`config.mk`:
```
export PLATFORM = sky130hd
export DESIGN_NAME = nibble_sched
export DESIGN_NICKNAME = d
export VERILOG_FILES = /design/src/rtl/nibble_sched_pkg.sv /design/src/rtl/nibble_mux.sv /design/src/rtl/nibble_sched.sv
export SDC_FILE = /design/constraint.sdc
export NUM_CORES = 1
export LEC_CHECK = 0
export BUFFER_PORTS_ARGS = -buffer_cell sky130_fd_sc_hd__buf_2
export CAP_MARGIN = 20
export CORE_MARGIN = 2
export CORE_UTILIZATION = 45
export DETAILED_ROUTE_END_ITERATION = 7
export SLEW_MARGIN = 5
export SYNTH_ARGS = -nofsm -noshare
export SYNTH_HDL_FRONTEND = slang
export SYNTH_SLANG_ARGS = --single-unit
```
`constraint.sdc`:
```
create_clock -name inClk -period 3.21 [get_ports inClk]
set_clock_uncertainty 0.2 [all_clocks]
set_input_delay 0.1605 -clock inClk [delete_from_list [all_inputs] [get_ports inClk]]
set_output_delay 0.1605 -clock inClk [all_outputs]
set_load 0.03 [all_outputs]
```
`src/rtl/nibble_sched_pkg.sv`:
```
// Shared constants and types for the nibble scheduler (32-bit word to 4-bit symbol sequencer).
package nibble_sched_pkg;

    localparam int unsigned WORD_W = 32;
    localparam int unsigned SYM_W  = 4;
    localparam int unsigned NSYM   = WORD_W / SYM_W;
    localparam int unsigned IDX_W  = $clog2(NSYM);

    typedef enum logic {
        IDLE = 1'b0,
        RUN  = 1'b1
    } nsched_state_t;

    typedef logic [$clog2(NSYM)-1:0] sym_idx_t;

    // One held word plus its end-of-frame flag
    typedef struct packed {
        logic              last;
        logic [WORD_W-1:0] data;
    } word_slot_t;

    localparam sym_idx_t LAST_IDX = sym_idx_t'(NSYM - 1);

endpackage

```
`src/rtl/nibble_mux.sv`:
```
// Combinational NSYM:1 symbol select over a WORD_W-bit word, symbol 0 in the low bits.
module nibble_mux
    import nibble_sched_pkg::*;
(
    input  logic [WORD_W-1:0] word,
    input  sym_idx_t          sel,
    output logic [SYM_W-1:0]  sym_c
);

    always_comb begin
        sym_c = '0;
        for (int unsigned i = 0; i < NSYM; i++) begin
            if (sel == sym_idx_t'(i)) begin
                sym_c = word[i*SYM_W +: SYM_W];
            end
        end
    end

endmodule

```
`src/rtl/nibble_sched.sv`:
```
// Word-to-symbol sequencer with a one-word prefetch slot for bubble-free streaming.
// Optional end-of-frame marking (inLast/outLast) is enabled with NIBSCHED_LAST_EN.
module nibble_sched
    import nibble_sched_pkg::*;
(
    input  logic              inClk,
    input  logic              inRstn,
    input  logic [WORD_W-1:0] inData,
    input  logic              inValid,
    output logic              outReady,
    input  logic              inFlush,
    output logic [SYM_W-1:0]  outSym,
    output logic              outValid,
    input  logic              inSymReady,
`ifdef NIBSCHED_LAST_EN
    input  logic              inLast,
    output logic              outLast,
`endif
    output logic              outBusy
);

    nsched_state_t state_q, state_d;
    sym_idx_t      idx_q, idx_d;
    word_slot_t    cur_q, cur_d;
    word_slot_t    nxt_q, nxt_d;
    logic          nxt_v_q, nxt_v_d;
    logic          rdy_en_q;

    logic          in_last;
    word_slot_t    in_slot;
    logic          accept;
    logic          sym_hs;
    logic          last_sym;
    logic [SYM_W-1:0] mux_sym_c;

`ifdef NIBSCHED_LAST_EN
    assign in_last = inLast;
`else
    assign in_last = 1'b0;
`endif

    assign in_slot  = '{last: in_last, data: inData};
    assign outReady = rdy_en_q && !nxt_v_q && !inFlush;
    assign accept   = inValid && outReady;
    assign outValid = (state_q == RUN);
    assign sym_hs   = outValid && inSymReady;
    assign last_sym = (idx_q == LAST_IDX);
    assign outBusy  = outValid || nxt_v_q;
    assign outSym   = outValid ? mux_sym_c : '0;

`ifdef NIBSCHED_LAST_EN
    assign outLast  = outValid && last_sym && cur_q.last;
`endif

    nibble_mux u_mux (
        .word  (cur_q.data),
        .sel   (idx_q),
        .sym_c (mux_sym_c)
    );

    // Ready is held off until the first clock after reset release
    always_ff @(posedge inClk or negedge inRstn) begin
        if (!inRstn) begin
            rdy_en_q <= 1'b0;
        end else begin
            rdy_en_q <= 1'b1;
        end
    end

    always_ff @(posedge inClk or negedge inRstn) begin
        if (!inRstn) begin
            state_q <= IDLE;
            idx_q   <= '0;
            cur_q   <= '0;
            nxt_q   <= '0;
            nxt_v_q <= 1'b0;
        end else begin
            state_q <= state_d;
            idx_q   <= idx_d;
            cur_q   <= cur_d;
            nxt_q   <= nxt_d;
            nxt_v_q <= nxt_v_d;
        end
    end

    always_comb begin
        state_d = state_q;
        idx_d   = idx_q;
        cur_d   = cur_q;
        nxt_d   = nxt_q;
        nxt_v_d = nxt_v_q;

        if (inFlush) begin
            state_d = IDLE;
            idx_d   = '0;
            nxt_v_d = 1'b0;
        end else begin
            case (state_q)
                IDLE: begin
                    idx_d = '0;
                    // A prefetched word only waits here after a frame gap
                    if (nxt_v_q) begin
                        cur_d   = nxt_q;
                        nxt_v_d = 1'b0;
                        state_d = RUN;
                    end else if (accept) begin
                        cur_d   = in_slot;
                        state_d = RUN;
                    end
                end
                RUN: begin
                    if (sym_hs && last_sym) begin
                        idx_d = '0;
                        if (cur_q.last) begin
                            state_d = IDLE;
                            if (accept) begin
                                nxt_d   = in_slot;
                                nxt_v_d = 1'b1;
                            end
                        end else if (nxt_v_q) begin
                            cur_d   = nxt_q;
                            nxt_v_d = 1'b0;
                        end else if (accept) begin
                            cur_d = in_slot;
                        end else begin
                            state_d = IDLE;
                        end
                    end else begin
                        if (sym_hs) begin
                            idx_d = sym_idx_t'(idx_q + 1'b1);
                        end
                        if (accept) begin
                            nxt_d   = in_slot;
                            nxt_v_d = 1'b1;
                        end
                    end
                end
                default: begin
                    state_d = IDLE;
                end
            endcase
        end
    end

endmodule

```
Yosys cells after proc, flatten, opt, wreduce, memory -nomap -nowiden
Index checks and enable logic that the tools add are counted.
{"block": "word_totals", "register_bits": 72, "latch_bits": 0, "ramBits": 0, "mem_bits_ro": 0, "out_inout_bits": 7, "word_cells": 70, "mem_count": 0}
{"block": "op_classes", "n_addsub": 1, "n_mul": 0, "div": 0, "order_cmp": 0, "eq_ne": 13, "shifts": 0, "muxes": 34, "bitwise": 2, "n_reduce_logical": 12}
{"cell": "$mux 33", "count": 8}
{"cell": "$pmux 33 s2", "count": 1}
{"cell": "$mux 4", "count": 9}
{"cell": "$mux 32", "count": 1}
{"cell": "$eq 3x3->1 const B", "count": 4}
{"cell": "$mux 1", "count": 9}
{"cell": "$mux 3", "count": 3}
{"cell": "$eq 3x2->1 const B", "count": 2}
{"cell": "$pmux 3 s2", "count": 1}
{"cell": "$reduce_and 3->1", "count": 2}
{"cell": "$logic_and 1x1->1", "count": 5}
{"cell": "$reduce_and 5->1", "count": 1}
{"cell": "$ne 2x2->1 const B", "count": 2}
{"cell": "$ne 4x2->1 const B", "count": 1}
{"cell": "$pmux 1 s2", "count": 2}
{"cell": "$add 3x1->3 const B", "count": 1}
{"cell": "$eq 3x1->1 const B", "count": 1}
{"cell": "$logic_not 3->1", "count": 1}
{"cell": "$ne 3x1->1 const B", "count": 1}
{"cell": "$ne 3x3->1 const B", "count": 1}
{"cell": "$logic_not 1->1", "count": 2}
{"cell": "$ne 2x1->1 const B", "count": 1}
{"cell": "$not 1->1", "count": 2}
{"cell": "$logic_or 1x1->1", "count": 1}

Longest topological paths before layout
{"block": "logic_depth", "ltp_word": 10, "depth_mapped": 8}

Cells and area by module
From an unflattened synthesis, not the netlist that was laid out.
{"block": "hier_totals", "hier_cells": 226, "hier_area_um2": 3384.5}
{"module": "nibble_sched", "n_inst": 1, "cells_per_inst": 204, "area_per_inst_um2": 3094.2, "seq_area_each_um2": 1751.7}
{"module": "nibble_mux", "n_inst": 1, "cells_per_inst": 22, "area_per_inst_um2": 290.3, "seq_area_each_um2": 0.0}

Worst setup path before layout
OpenSTA, ideal clock, no wires.
{"block": "synth_timing", "path_type": "register to register", "startpoint": "reg idx_q[0]", "endpoint": "reg nxt_q[0] in the netlist's numbering", "arrival_ps": 1967, "required_time_ps": 2885, "slack_ps": 918, "path_stages_with_launch": 9, "n_path_buf": 2, "path_cell_list": "dfrtp_1 > ha_1 > ha_1 > nand2_1 > nand2b_1 > or4_1 > buf_2 > buf_6 > mux2_4"}
{"block": "synth_between", "elab_chain_len": 4}
{"element": "start: declaration", "line": "nibble_sched.sv:23", "text": "sym_idx_t idx_q, idx_d;"}
{"element": "start signal: assignment", "line": "nibble_sched.sv:79", "text": "idx_q <= idx_d;"}
{"element": "$eq 3x3->1 *", "line": "nibble_sched.sv:47", "text": "assign last_sym = (idx_q == LAST_IDX);"}
{"element": "$logic_and 1x1->1 *", "line": "nibble_sched.sv:112", "text": "if (sym_hs && last_sym) begin"}
{"element": "$ne 2x2->1 (no source line)"}
{"element": "$reduce_and 3->1 (no source line)"}
{"element": "end signal: assignment", "line": "nibble_sched.sv:81", "text": "nxt_q <= nxt_d;"}
{"element": "end: declaration", "line": "nibble_sched.sv:25", "text": "word_slot_t nxt_q, nxt_d;"}
Every way passes the cells marked *; elsewhere a longest branch is shown, timed or not.
A chain may end at the register's enable or synchronous reset.

Worst setup path in the final report
{"block": "layout_timing", "startpoint": "reg idx_q[1]", "endpoint": "out outSym[1]"}
{"block": "layout_between", "elab_chain_len": 10}
{"element": "$logic_not 3->1", "line": "nibble_mux.sv:13", "text": "if (sel == sym_idx_t'(i)) begin"}
{"element": "$mux 4 (7 in a row)", "line": "nibble_mux.sv:13"}
{"element": "$mux 4 *", "line": "nibble_mux.sv:13"}
{"element": "$mux 4 *", "line": "nibble_sched.sv:49", "text": "assign outSym = outValid ? mux_sym_c : '0;"}
{"element": "end: declaration", "line": "nibble_sched.sv:12", "text": "output logic [SYM_W-1:0] outSym,"}
Marks and branches as above.

==> metrics.cfg <==
[power_and_ir_drop]
p_leak_nw = 1.941
vdd_drop_max_v = 0.0002858
p_int_mw = 1.785
p_clk_share_pct = 32.3
pwr-share-seq_pct = 49.9
swShare_pct = 25.44
pwr-share-comb_pct = 17.8
post-layout-total-power_mw = 2.394
powerDensity_mw_per_mm2 = 553.3
switching_power_uw = 608.9

[floorplan]
boundaryPins = 44
core_area_mm2 = 0.007331
rows = 31
die_w_um = 91.51
die_h_um = 91.51
die_area_mm2 = 0.008373
start_util_pct = 47.00

[worst_setup_path]
worstSetupStartpoint = idx_q[1]$_DFFE_PN0P_
crit_arrival_ns = 2.45
reg2reg_depth = 7
worstPathRequired_ns = 2.85
worstSetupEndpointType = output pin
cp_max_fo = 14
r2r-end = nxt_q[24]$_DFFE_PN0P_
cp-start-kind = flop
worstSetupPathType = reg -> out
r2r_slack_ns = 0.48
r2r-start = idx_q[0]$_DFFE_PN0P_

[run_status]
outcome = finished clean

[placed_design]
dpl.hpwl_mm = 4.556
dpl_cell_area_mm2 = 0.003761
dp_cells = 426
io_buffers = 43
place_congestion = 0.8427
preCtsSetupSlack_ns = 0.4840

[yosys]
avgSynthCellArea_um2 = 11.56
synth-edff-count = 0
syn_area_mm2 = 0.003446
synth_seq_cells = 70
seq_area_frac_synth_pct = 50.84
synth_async_sr_flop_share_pct = 100.0
synth_cell_types = 30
syn_nets = 341
ys_warn_count = 0
ys.flop_type = dfrtp_1
synthCells = 298

[timing]
rsz0062_at_grt = false
setup_tns_ns = 0
fin_ws_ns = 0.4002
hold_violations = 0
hold-worst-slack_ns = 0.03265
maxSlewViolCount = 0
relSlewSlack_pct = 50.20
fmaxAchievable_ghz = 0.3559
setup_viol = 0
tightest_slew_ns = 0.7470
period_needed_ns = 2.810
timing.final.crit_share_pct = 87.53

[clocking]
root_buffer = clkbuf_8
ctsLongestPathBuffers = 2
cts.sinks = 70
htree_levels = 3
cts_tree = done
clk_pin_slew_ns = 0.07
numCtsBuffers = 9
clk-insertion-delay-late_ns = 0.35

[route]
route.detailed.drc = 0
dr.pass1.iters = 4
ant_nets = 0
drt-total-wl_mm = 6.713
drt_iter0_drc = 61
viasPerCell = 5.029
wl_per_cell_um = 14.07
via_count = 2399

[worst_hold_path]
hold_class = in -> reg
hold_start = inValid
hold_end = outValid$_DFF_PN0_
hold_depth = 3

[finish]
nNetsFinal = 416
n_antenna_cell = 0
finish.utilization_pct = 59.02
area_delta_synth_final_pct = 25.56
stdcell_count = 477
final_area_mm2 = 0.004327
drive_above_1_share_pct = 26.19

[grt]
grt_max_degree = 65
grt_pass1_vias = 2418
grt_overflow_total = 0
antenna_found_initial = 0
track_usage_pct = 17.63
grt_pass1_wl_mm = 11.54

[run]
cap_violations = 0

## cells in the mapped netlist (3+ instances only)
| master | count | share of area [%] |
|---|---|---|
| dfrtp_1 | 70 | 51 |
| nor2_1 | 36 | 3.9 |
| a21oi_1 | 33 | 4.8 |
| mux2i_1 | 33 | 9.6 |
| mux2_4 | 30 | 13 |
| clkbuf_1 | 13 | 1.4 |
| o21ai_0 | 13 | 1.9 |
| nand2_1 | 9 | 0.98 |
| nor2b_1 | 7 | 1.3 |
| ha_1 | 6 | 2.2 |
| nor3_1 | 5 | 0.73 |
| o22ai_1 | 5 | 0.91 |
| a221oi_1 | 4 | 1.0 |
| a22oi_1 | 4 | 0.87 |
| a32o_1 | 4 | 1.2 |
| inv_1 | 4 | 0.44 |
| nand3_1 | 4 | 0.58 |
| buf_6 | 3 | 0.98 |
## power groups by stage
stage                     logic (mW)  clock network (mW)  registers [mW]
final                          0.426               0.774            1.19
after global routing           0.477               0.837            1.22
after CTS                      0.433               0.803            1.20
after detailed placement       0.399                   0            1.21
after global placement         0.388                   0            1.20
after floorplan                0.306                   0            1.16
## cell usage in the layout, fill, tap and decap left out, types with 6 or more instances in the layout
cell | netlist | final
mux2_4 | 30 | 30
o21ai_0 | 13 | 13
mux2i_1 | 33 | 33
clkbuf_8 | 0 | 10
ha_1 | 6 | 6
nand2_1 | 9 | 9
dfrtp_1 | 70 | 69
a21oi_1 | 33 | 33
buf_2 | 2 | 43
nor2b_1 | 7 | 7
dlygate4sd3_1 | 0 | 35
nor2_1 | 36 | 36
## layer usage
layer | vias up | GRT usage, % | part of all wire [%]
met5 | - | 0 | 0
met3 | 9 | 5.228 | 4.0
met4 | 0 | 5.303 | 1.2
li1 | 1198 | - | -
met2 | 45 | 27.76 | 47
met1 | 1147 | 23.50 | 48
## sequential cells by signal, summed over array words and instances, names as in the netlist
name      flops
nxt_q        32
cur_q        32
rdy_en_q      1
outValid      1
nxt_v_q       1
idx_q         3
## kinds of logic (layout without fill, tap and decap cells)
family / after synthesis / in the layout / share of synthesized area (%)
other: 1 / 1 / 0.1088
flip-flops: 70 / 70 / 50.84
buffers and inverters: 24 / 104 / 3.449
XOR/XNOR: 1 / 1 / 0.2542
AO/OA/AOI/OAI: 64 / 64 / 11.00
multiplexers: 65 / 65 / 23.31
AND/OR/NAND/NOR: 67 / 67 / 8.860
adder cells (fa/ha/maj): 6 / 6 / 2.179
## final cells by class
type / instances / area [µm²]
clock buffers: 12 / 145.1
clock inverters: 4 / 70.07
fillers: 606 / 3004
inverters: 4 / 15.01
multi-input cells: 204 / 1584
flip-flops and latches: 70 / 1753
well taps: 99 / 123.9
repair buffers: 84 / 635.6
## worst max-delay path, stage by stage (launching register included)
cell and delay [ns]:
dfrtp_1 0.40, inv_1 0.11, ha_1 0.43, nor2b_1 0.16, a221oi_1 0.38, o22ai_1 0.16, a32o_1 0.29, buf_2 0.18
## how the worst max path moves through the flow
stage,endpoint,slack (ns),cells after the start
floorplan,nxt_q[0]$_DFFE_PN0P_,0.92,8
CTS,outSym[3],0.40,7
global placement,nxt_q[30]$_DFFE_PN0P_,0.55,7
finish,outSym[1],0.40,7
detailed placement,nxt_q[25]$_DFFE_PN0P_,0.48,7
global route,outSym[3],0.27,7
## timing repair
item,CTS,global route
endpoints found under the setup margin,0,0
setup buffers,0,0
hold buffers,35,0
resized for setup,0,0
hold endpoints to repair,99,0
Power figures use the tool's default switching activity.
